[src/rtl/sync_fifo_af.sv]
// -----------------------------------------------------------------------------
// sync_fifo_af
//
// Single-clock FIFO with arbitrary (non power-of-two) depth, programmable
// almost-full / almost-empty thresholds, a first-word-fall-through or
// registered read port, a synchronous flush, and sticky overflow/underflow
// error flags. Intended for AXI channel buffers and stream adapters where
// back-pressure has to be raised before the FIFO is hard full.
//
// Parameters
//   W         data width in bits (>= 1)
//   D         depth in entries (>= 2, any integer)
//   UB        upper bit index of count (count is UB+1 bits wide)
//   AF_LEVEL  wr_almost_full when count >= AF_LEVEL (1..D)
//   AE_LEVEL  rd_almost_empty when count <= AE_LEVEL (0..D-1)
//   FWFT      1: head word shown on rd_data while not empty
//             0: rd_data is a register loaded on each accepted read
//
// Ports
//   clk              in   rising-edge clock
//   reset            in   synchronous, active-high reset
//   wr_en            in   write request
//   wr_data          in   write data (W bits)
//   wr_full          out  count == D
//   wr_almost_full   out  count >= AF_LEVEL
//   rd_en            in   read (pop) request
//   rd_data          out  read data (W bits)
//   rd_empty         out  count == 0
//   rd_almost_empty  out  count <= AE_LEVEL
//   count            out  number of stored entries, 0..D
//   flush            in   synchronous clear of contents
//   overflow         out  sticky: write attempted while full
//   underflow        out  sticky: read attempted while empty
//   clr_err          in   clears overflow and underflow
// -----------------------------------------------------------------------------
module sync_fifo_af #(
    parameter int W        = 8,
    parameter int D        = 16,
    parameter int UB       = $clog2(D),
    parameter int AF_LEVEL = D - 2,
    parameter int AE_LEVEL = 2,
    parameter int FWFT     = 1
) (
    input  logic          clk,
    input  logic          reset,
    input  logic          wr_en,
    input  logic [W-1:0]  wr_data,
    output logic          wr_full,
    output logic          wr_almost_full,
    input  logic          rd_en,
    output logic [W-1:0]  rd_data,
    output logic          rd_empty,
    output logic          rd_almost_empty,
    output logic [UB:0]   count,
    input  logic          flush,
    output logic          overflow,
    output logic          underflow,
    input  logic          clr_err
);

    // -------------------------------------------------------------------------
    // Derived constants
    // -------------------------------------------------------------------------
    // Pointer width only needs to address 0..D-1; D >= 2 keeps this >= 1.
    localparam int PW = (D > 1) ? $clog2(D) : 1;

    localparam logic [PW-1:0] PTR_LAST = PW'(D - 1);
    localparam logic [PW-1:0] PTR_ONE  = PW'(1);
    localparam logic [UB:0]   CNT_FULL = (UB + 1)'(D);
    localparam logic [UB:0]   CNT_ONE  = (UB + 1)'(1);
    localparam logic [UB:0]   CNT_AF   = (UB + 1)'(AF_LEVEL);
    localparam logic [UB:0]   CNT_AE   = (UB + 1)'(AE_LEVEL);

    // -------------------------------------------------------------------------
    // Elaboration-time parameter checks
    // -------------------------------------------------------------------------
    generate
        if (W < 1) begin : g_bad_width
            $error("sync_fifo_af: W must be >= 1");
        end
        if (D < 2) begin : g_bad_depth
            $error("sync_fifo_af: D must be >= 2");
        end
        if ((AF_LEVEL < 1) || (AF_LEVEL > D)) begin : g_bad_af
            $error("sync_fifo_af: AF_LEVEL must be within 1..D");
        end
        if ((AE_LEVEL < 0) || (AE_LEVEL > D - 1)) begin : g_bad_ae
            $error("sync_fifo_af: AE_LEVEL must be within 0..D-1");
        end
        if ((64'd1 << (UB + 1)) <= 64'(D)) begin : g_bad_ub
            $error("sync_fifo_af: UB too small to hold a count of D");
        end
        if ((FWFT != 0) && (FWFT != 1)) begin : g_bad_fwft
            $error("sync_fifo_af: FWFT must be 0 or 1");
        end
    endgenerate

    // -------------------------------------------------------------------------
    // State
    // -------------------------------------------------------------------------
    logic [W-1:0]  r_mem [0:D-1];
    logic [PW-1:0] r_wr_ptr;
    logic [PW-1:0] r_rd_ptr;
    logic [UB:0]   r_count;
    logic          r_overflow;
    logic          r_underflow;

    logic          w_full;
    logic          w_empty;
    logic          w_wr_accept;
    logic          w_rd_accept;
    logic [PW-1:0] w_wr_ptr_next;
    logic [PW-1:0] w_rd_ptr_next;

    // -------------------------------------------------------------------------
    // Status decode
    // -------------------------------------------------------------------------
    // Every flag is a pure decode of the registered count, so none of them has
    // a combinational path back from wr_en / rd_en. This keeps the flags safe
    // to use as back-pressure in the same cycle by the upstream producer.
    assign w_full          = (r_count == CNT_FULL);
    assign w_empty         = (r_count == '0);

    assign wr_full         = w_full;
    assign rd_empty        = w_empty;
    assign wr_almost_full  = (r_count >= CNT_AF);
    assign rd_almost_empty = (r_count <= CNT_AE);
    assign count           = r_count;
    assign overflow        = r_overflow;
    assign underflow       = r_underflow;

    // -------------------------------------------------------------------------
    // Access qualification
    // -------------------------------------------------------------------------
    // A write is refused whenever the FIFO is full, even if a read frees a
    // slot in the same cycle; there is no write-through path. Symmetrically a
    // read is refused while empty even if a write lands in the same cycle.
    assign w_wr_accept = wr_en & ~w_full;
    assign w_rd_accept = rd_en & ~w_empty;

    // Pointers wrap with an explicit compare because D need not be a power
    // of two, so plain bit truncation would walk into unused addresses.
    assign w_wr_ptr_next = (r_wr_ptr == PTR_LAST) ? '0 : (r_wr_ptr + PTR_ONE);
    assign w_rd_ptr_next = (r_rd_ptr == PTR_LAST) ? '0 : (r_rd_ptr + PTR_ONE);

    // -------------------------------------------------------------------------
    // Storage array
    // -------------------------------------------------------------------------
    // No reset on the array itself: contents are only ever visible through the
    // read pointer, and count/pointers define which entries are meaningful.
    // A flush cycle discards its write, so the array is left untouched then.
    always_ff @(posedge clk) begin
        if (!reset && !flush && w_wr_accept) begin
            r_mem[r_wr_ptr] <= wr_data;
        end
    end

    // -------------------------------------------------------------------------
    // Write pointer
    // -------------------------------------------------------------------------
    // Reset and flush both return to entry 0 so the first accepted write after
    // either always lands in slot 0.
    always_ff @(posedge clk) begin
        if (reset) begin
            r_wr_ptr <= '0;
        end else if (flush) begin
            r_wr_ptr <= '0;
        end else if (w_wr_accept) begin
            r_wr_ptr <= w_wr_ptr_next;
        end
    end

    // -------------------------------------------------------------------------
    // Read pointer
    // -------------------------------------------------------------------------
    always_ff @(posedge clk) begin
        if (reset) begin
            r_rd_ptr <= '0;
        end else if (flush) begin
            r_rd_ptr <= '0;
        end else if (w_rd_accept) begin
            r_rd_ptr <= w_rd_ptr_next;
        end
    end

    // -------------------------------------------------------------------------
    // Occupancy count
    // -------------------------------------------------------------------------
    // Because accepts are already gated by full/empty, the count can only step
    // up from below D and down from above 0, so it never leaves 0..D.
    always_ff @(posedge clk) begin
        if (reset) begin
            r_count <= '0;
        end else if (flush) begin
            r_count <= '0;
        end else if (w_wr_accept && !w_rd_accept) begin
            r_count <= r_count + CNT_ONE;
        end else if (!w_wr_accept && w_rd_accept) begin
            r_count <= r_count - CNT_ONE;
        end
    end

    // -------------------------------------------------------------------------
    // Sticky error flags
    // -------------------------------------------------------------------------
    // A new error in the same cycle as clr_err wins, so a clear can never hide
    // an event that happened while it was being asserted. Flush neither sets
    // nor clears these; the error conditions are judged on the raw requests
    // against the registered full/empty state.
    always_ff @(posedge clk) begin
        if (reset) begin
            r_overflow <= 1'b0;
        end else if (wr_en && w_full) begin
            r_overflow <= 1'b1;
        end else if (clr_err) begin
            r_overflow <= 1'b0;
        end
    end

    always_ff @(posedge clk) begin
        if (reset) begin
            r_underflow <= 1'b0;
        end else if (rd_en && w_empty) begin
            r_underflow <= 1'b1;
        end else if (clr_err) begin
            r_underflow <= 1'b0;
        end
    end

    // -------------------------------------------------------------------------
    // Read port
    // -------------------------------------------------------------------------
    generate
        if (FWFT != 0) begin : g_fwft
            // Head word is presented combinationally from the array; the
            // consumer takes it in the same cycle it raises rd_en. The value
            // is meaningless while rd_empty is high.
            assign rd_data = r_mem[r_rd_ptr];
        end else begin : g_registered
            logic [W-1:0] r_rd_data;

            // Registered read: the popped word appears the cycle after the
            // accepted read and then holds. A flush cycle discards the read,
            // so the register keeps its previous value across a flush.
            always_ff @(posedge clk) begin
                if (reset) begin
                    r_rd_data <= '0;
                end else if (!flush && w_rd_accept) begin
                    r_rd_data <= r_mem[r_rd_ptr];
                end
            end

            assign rd_data = r_rd_data;
        end
    endgenerate

endmodule

[config.mk]
export PLATFORM = sky130hd
export DESIGN_NAME = sync_fifo_af
export DESIGN_NICKNAME = d
export VERILOG_FILES = /design/src/rtl/sync_fifo_af.sv
export SDC_FILE = /design/constraint.sdc
export NUM_CORES = 1
export LEC_CHECK = 0
export CORE_ASPECT_RATIO = 1.25
export CORE_MARGIN = 1.5
export CORE_UTILIZATION = 45
export CTS_BUF_LIST = sky130_fd_sc_hd__clkbuf_2
export CTS_CLUSTER_DIAMETER = 150
export DETAILED_ROUTE_END_ITERATION = 10
export HOLD_SLACK_MARGIN = 0.12
export PLACE_DENSITY_LB_ADDON = 0.1
export SLEW_MARGIN = 40
export SYNTH_ARGS = -nofsm -noshare
export SYNTH_HDL_FRONTEND = slang
export SYNTH_SLANG_ARGS = --single-unit
[constraint.sdc]
create_clock -name clk -period 5.4 [get_ports clk]
set_clock_uncertainty 0.2 [all_clocks]
set_input_delay 0.81 -clock clk [delete_from_list [all_inputs] [get_ports clk]]
set_output_delay 0.81 -clock clk [all_outputs]
set_load 0.02 [all_outputs]
**Yosys cells after proc, flatten, opt, wreduce, memory -nomap -nowiden**

Memories as Yosys holds them, arrays and structs flattened. A register that Yosys moved wholly into a read port is not among the register bits.
Index checks and enable logic that the tools add are counted.
Widths: inputs -> output; s select.

- Register bits after elaboration: 15
- Output and inout bits: 19
- Bits of input ports: 14
- Bits in writable memories: 128
- Memories kept: 1
- Logic and storage cells: 45

Memories:

| memory | depth | width | read ports | clocked after Yosys merged registers in | write ports | RTL line | source |
|---|---|---|---|---|---|---|---|
| r_mem | 16 | 8 | 1 | 1 | 1 | 101 | `logic [W-1:0] r_mem [0:D-1];` |

- Add/subtract/negate cells: 4
- Bitwise operators: 4
- Equality and inequality tests: 3
- Mux-type cells: 11
- Reduce and logical (&&, ||, !) cells: 15
- Order comparisons: 2

Operators by type and width:

| cell | number |
|---|---|
| $mux 4 | 4 |
| $mux 5 | 2 |
| $add 4x1->4 const B | 2 |
| $eq 4x4->1 const B | 2 |
| $logic_and 1x1->1 | 6 |
| $reduce_bool 2->1 | 3 |
| $add 5x1->5 const B | 1 |
| $eq 5x5->1 const B | 1 |
| $ge 5x4->1 const B | 1 |
| $le 5x2->1 const B | 1 |
| $logic_not 5->1 | 1 |
| $mux 1 | 5 |
| $sub 5x1->5 const B | 1 |
| $logic_not 1->1 | 4 |
| $and 1x1->1 | 2 |
| $not 1->1 | 2 |
| $reduce_or 2->1 | 1 |

**Depth between registers and ports, before layout**

- Depth in word-level cells: 7
- Gate-level depth with buffers: 11
- Mapped depth without buffers: 9

**Worst setup path after synthesis**

Ideal clock, no wire load.

- Kind: input port to flip-flop
- Start: in wr_en
- End: reg r_count[3] (netlist: count[3])
- Required time: 5.078 ns
- Buffers on the path: 1
- Stages: 9
- Slack: 2.715 ns
- Setup time: 0.122 ns
- Arrival time: 2.363 ns
- Cells stage by stage: a21boi_1 > buf_4 > ha_1 > inv_1 > ha_1 > a21o_1 > a21oi_1 > nor4_1 > a311o_1

- Word-level cells in the longest chain between the ends: 4
- Elaborated cells between the ends (all ways): 6
- Classes of those cells: 1 x mux; 1 x bitwise; 4 x reduce/logical

Ends and longest elaborated chain:

| item | RTL line | source |
|---|---|---|
| start, declared | 46 | `input logic wr_en,` |
| $and 1x1->1 (*) | 138 | `assign w_wr_accept = wr_en & ~w_full;` |
| named net w_wr_accept | 110 | `logic w_wr_accept;` |
| $logic_not 1->1 | 198 | `end else if (!w_wr_accept && w_rd_accept) begin` |
| $logic_and 1x1->1 | 198 |  |
| $reduce_bool 2->1 (no source line) | -- |  |
| end signal, assigned | 197 | `r_count <= r_count + CNT_ONE;` |
| end signal, assigned | 199 | `r_count <= r_count - CNT_ONE;` |
| end, declared | 104 | `logic [UB:0] r_count;` |

The timed path passes the listed nets; every way through them passes the cells marked *.
A chain may end at the register's enable or synchronous reset.

==> out/metrics.csv <==
metric;value;unit
Max VDD drop;156;uV
first-pass GRT wire length;17800;microns
cell chain of the critical path;buf_4, mux4_1, a22oi_1, nand2_1, clkdlybuf4s50_1;
Post-DP Area;6430;sq um
Netlist cell types;45;
filler instances;1051;
Logic pwr share;15.3;%
Tightest Hold Check Type;flop to flop;
initial antenna violation count;1;
antenna viol nets, final;0;
Switch Pwr;600;uW
Hold-fix buffers, CTS;0;
CTS resizes;0;
Synth area leader;edfxtp_1;
post-CTS setup buffer count;0;
CP endpoint kind;output pin;
most common cell in the netlist;edfxtp_1;
Die ar.;13900;sq um
arrival time of the worst setup path;3.24;ns
first-pass iteration count of the detailed router;4;
Setup TNS;0;ns
# nets final;390;
Fin. Hold Viols;0;
share of Yosys cell area claimed by the top area cell type;64.5;%
routed vias;3057;
Core ar.;12800;sq um
clk buf depth;2;
asr flop ratio synth;0;%
r2r worst-path depth;9;
CP Launch Type;flop;
Max Cap Viol;0;
Avg Synthesized Cell Area;18.5;sq um
largest net degree at the start of global routing;21;
Synth Flop Type;edfxtp_1;
# setup viols final;0;
Worst R2R Start;count[1];
worst hold slack;0.295;ns
average vias per placed instance;5.58;
DRT Wirelength;11600;microns
Port Buffer Count;32;
Clk pwr share;27.2;%
RD Place Congestion;0.702;
detailed placer's ending HPWL;7480;microns
DR DRC count;0;
row count;46;
status;complete, no violations;
HP Start;r_rd_ptr[3];
Boundary Pins;33;
Clock Pin Slew Worst Setup and Hold Paths;0.20;ns
H-tree depth;4;
share of cells above drive strength 1;20.3;%
CP max-delay cell;dfxtp_2;
CTS buffer count;17;
critical path class;flop to output pin;
RR Endpoint;count[4];
Crit path depth;5;
die height;132;microns
Leak;0.00213;uW
GRT Total Usage;17.8;%
Synth area leaders;edfxtp_1, mux4_2, dfxtp_1, mux4_1, a22oi_1;
number of synthesized flops with an enable pin;128;
P_int;1640;uW
TritonCTS clock tree;yes;
Final min period;4.25;ns
DR iter-0 viols;202;
Crit Path Max Fanout;18;
synthesized net count;347;
RSZ-0062 raised after global routing;false;
fmax;0.235;GHz
Yosys warning total;0;
CTS root buffer;clkbuf_2;
post-synthesis sequential area ratio;70.9;%
Setup WS post-layout;1.15;ns
area grow syn2layout;12.2;%
Post-Syn Area;5960;sq um
Least-Margin Pin Slew;0.789;ns
crit path capture;rd_data[4];
Worst-Skew Late Latency;0.68;ns
Tcrit/Tclk final;78.8;%
Max Transition Viols Final;0;
crit-path max cell delay;0.76;ns
#FFs+latches synth;147;
Cells after Synth;323;
number of buffers and inverters on the critical path;2;
Synth top cells by count;edfxtp_1, nor2_1, dfxtp_1, mux4_2, a22oi_1;
R2R Setup Slk;2.45;ns
Critical Path RT;4.39;ns
post-layout instance area;6690;sq um
relative max-transition margin;47.3;%
Flop pwr share;57.5;%
vias in the first global route;3135;
dpl ws;1.66;ns
total congestion overflow;0;
Wirelength per Cell;21.2;microns
Initial Utilization;46.4;%
Pwr Density;335;nW/um^2
switching power share of the total;26.8;%
family with the most delay on the worst path;buffers and inverters;
# clock sinks;147;
Die X;106;microns
## tightest hold or removal path: stages (launching register included)
cell,delay [ns]
dfxtp_1,0.36
nand2_1,0.06
o21ai_1,0.06
## placed cells by master (no fill, tap or decap), types with 2 or more instances in the layout
cell type	count
nor2b_1	3
xor2_1	2
nor2_2	11
a31o_1	2
a211oi_1	2
clkinv_4	2
bufinv_16	2
clkinv_2	2
nor4_1	2
clkinvlp_4	5
clkbuf_2	20
nand3_1	7
nor3_1	5
edfxtp_1	128
a311o_1	2
mux4_2	19
clkdlybuf4s50_1	32
nand2b_1	2
ha_1	9
and2_1	3
dfxtp_1	17
a21oi_1	10
nor2_1	16
nand2_1	13
mux4_1	13
a22oi_1	16
buf_4	8
inv_1	3
mux2i_1	4
dfxtp_2	2
## cell families after synthesis
family	Yosys count	synth area share, %
buf+inv	19	2.46
compound gates	41	5.12
fa+ha+maj	10	2.23
mux	36	13.6
flops	147	70.9
xor+xnor	3	0.441
simple gates	67	5.29
## flip-flops by register name, indices dropped and copies added, names as in the netlist, named ones only
register / flops
overflow: 1
r_wr_ptr: 4
r_mem: 128
underflow: 1
r_rd_ptr: 4
count: 5
## per-layer routing
| metal | part of all wire [%] | global-route usage (%) |
|---|---|---|
| met4 | 1.3 | 6.46 |
| met1 | 42 | 22.1 |
| met2 | 53 | 30.3 |
| met5 | 0 | 0 |
| met3 | 3.1 | 4.22 |
## layout make-up
cell class	count	area, sq um	share of cell area, %
flip-flops and latches	147	4230	63.2
multi-input cells	157	1620	24.2
repair buffers	40	380	5.69
well taps	168	210	3.14
clock inverters	12	134	2.00
clock buffers	20	100	1.50
inverters	3	11.3	0.168
diodes	1	2.50	0.0374
## through the flow
| step | power (uW) | instances | util [%] |
|---|---|---|---|
| final | 2240 | 548 | 52.1 |
| after global routing | 2330 | 548 | 52.1 |
| after CTS | 2260 | 547 | 51.9 |
| after detailed placement | 1660 | 515 | 50.1 |
| after global placement | 1650 | 515 | 50.0 |
| after floorplan | 1540 | 323 | - |
## how the worst min path moves through the flow
stage / end / slack, ns / depth (start not counted)
2_1_floorplan: flop / 0.25 / 2
3_3_place_gp: r_rd_ptr[3] / 0.28 / 2
3_5_place_dp: flop / 0.28 / 2
4_1_cts: r_rd_ptr[3] / 0.30 / 2
5_1_grt: flop / 0.33 / 2
6_report: r_rd_ptr[3] / 0.30 / 2
## power groups by stage
stage | clock (uW) | combinational (uW) | sequential [uW]
after floorplan | 0 | 231 | 1310
after global placement | 0 | 340 | 1310
after detailed placement | 0 | 343 | 1310
after CTS | 621 | 345 | 1290
after global routing | 666 | 373 | 1290
final | 608 | 342 | 1290
(Power assumes the default switching activity.)
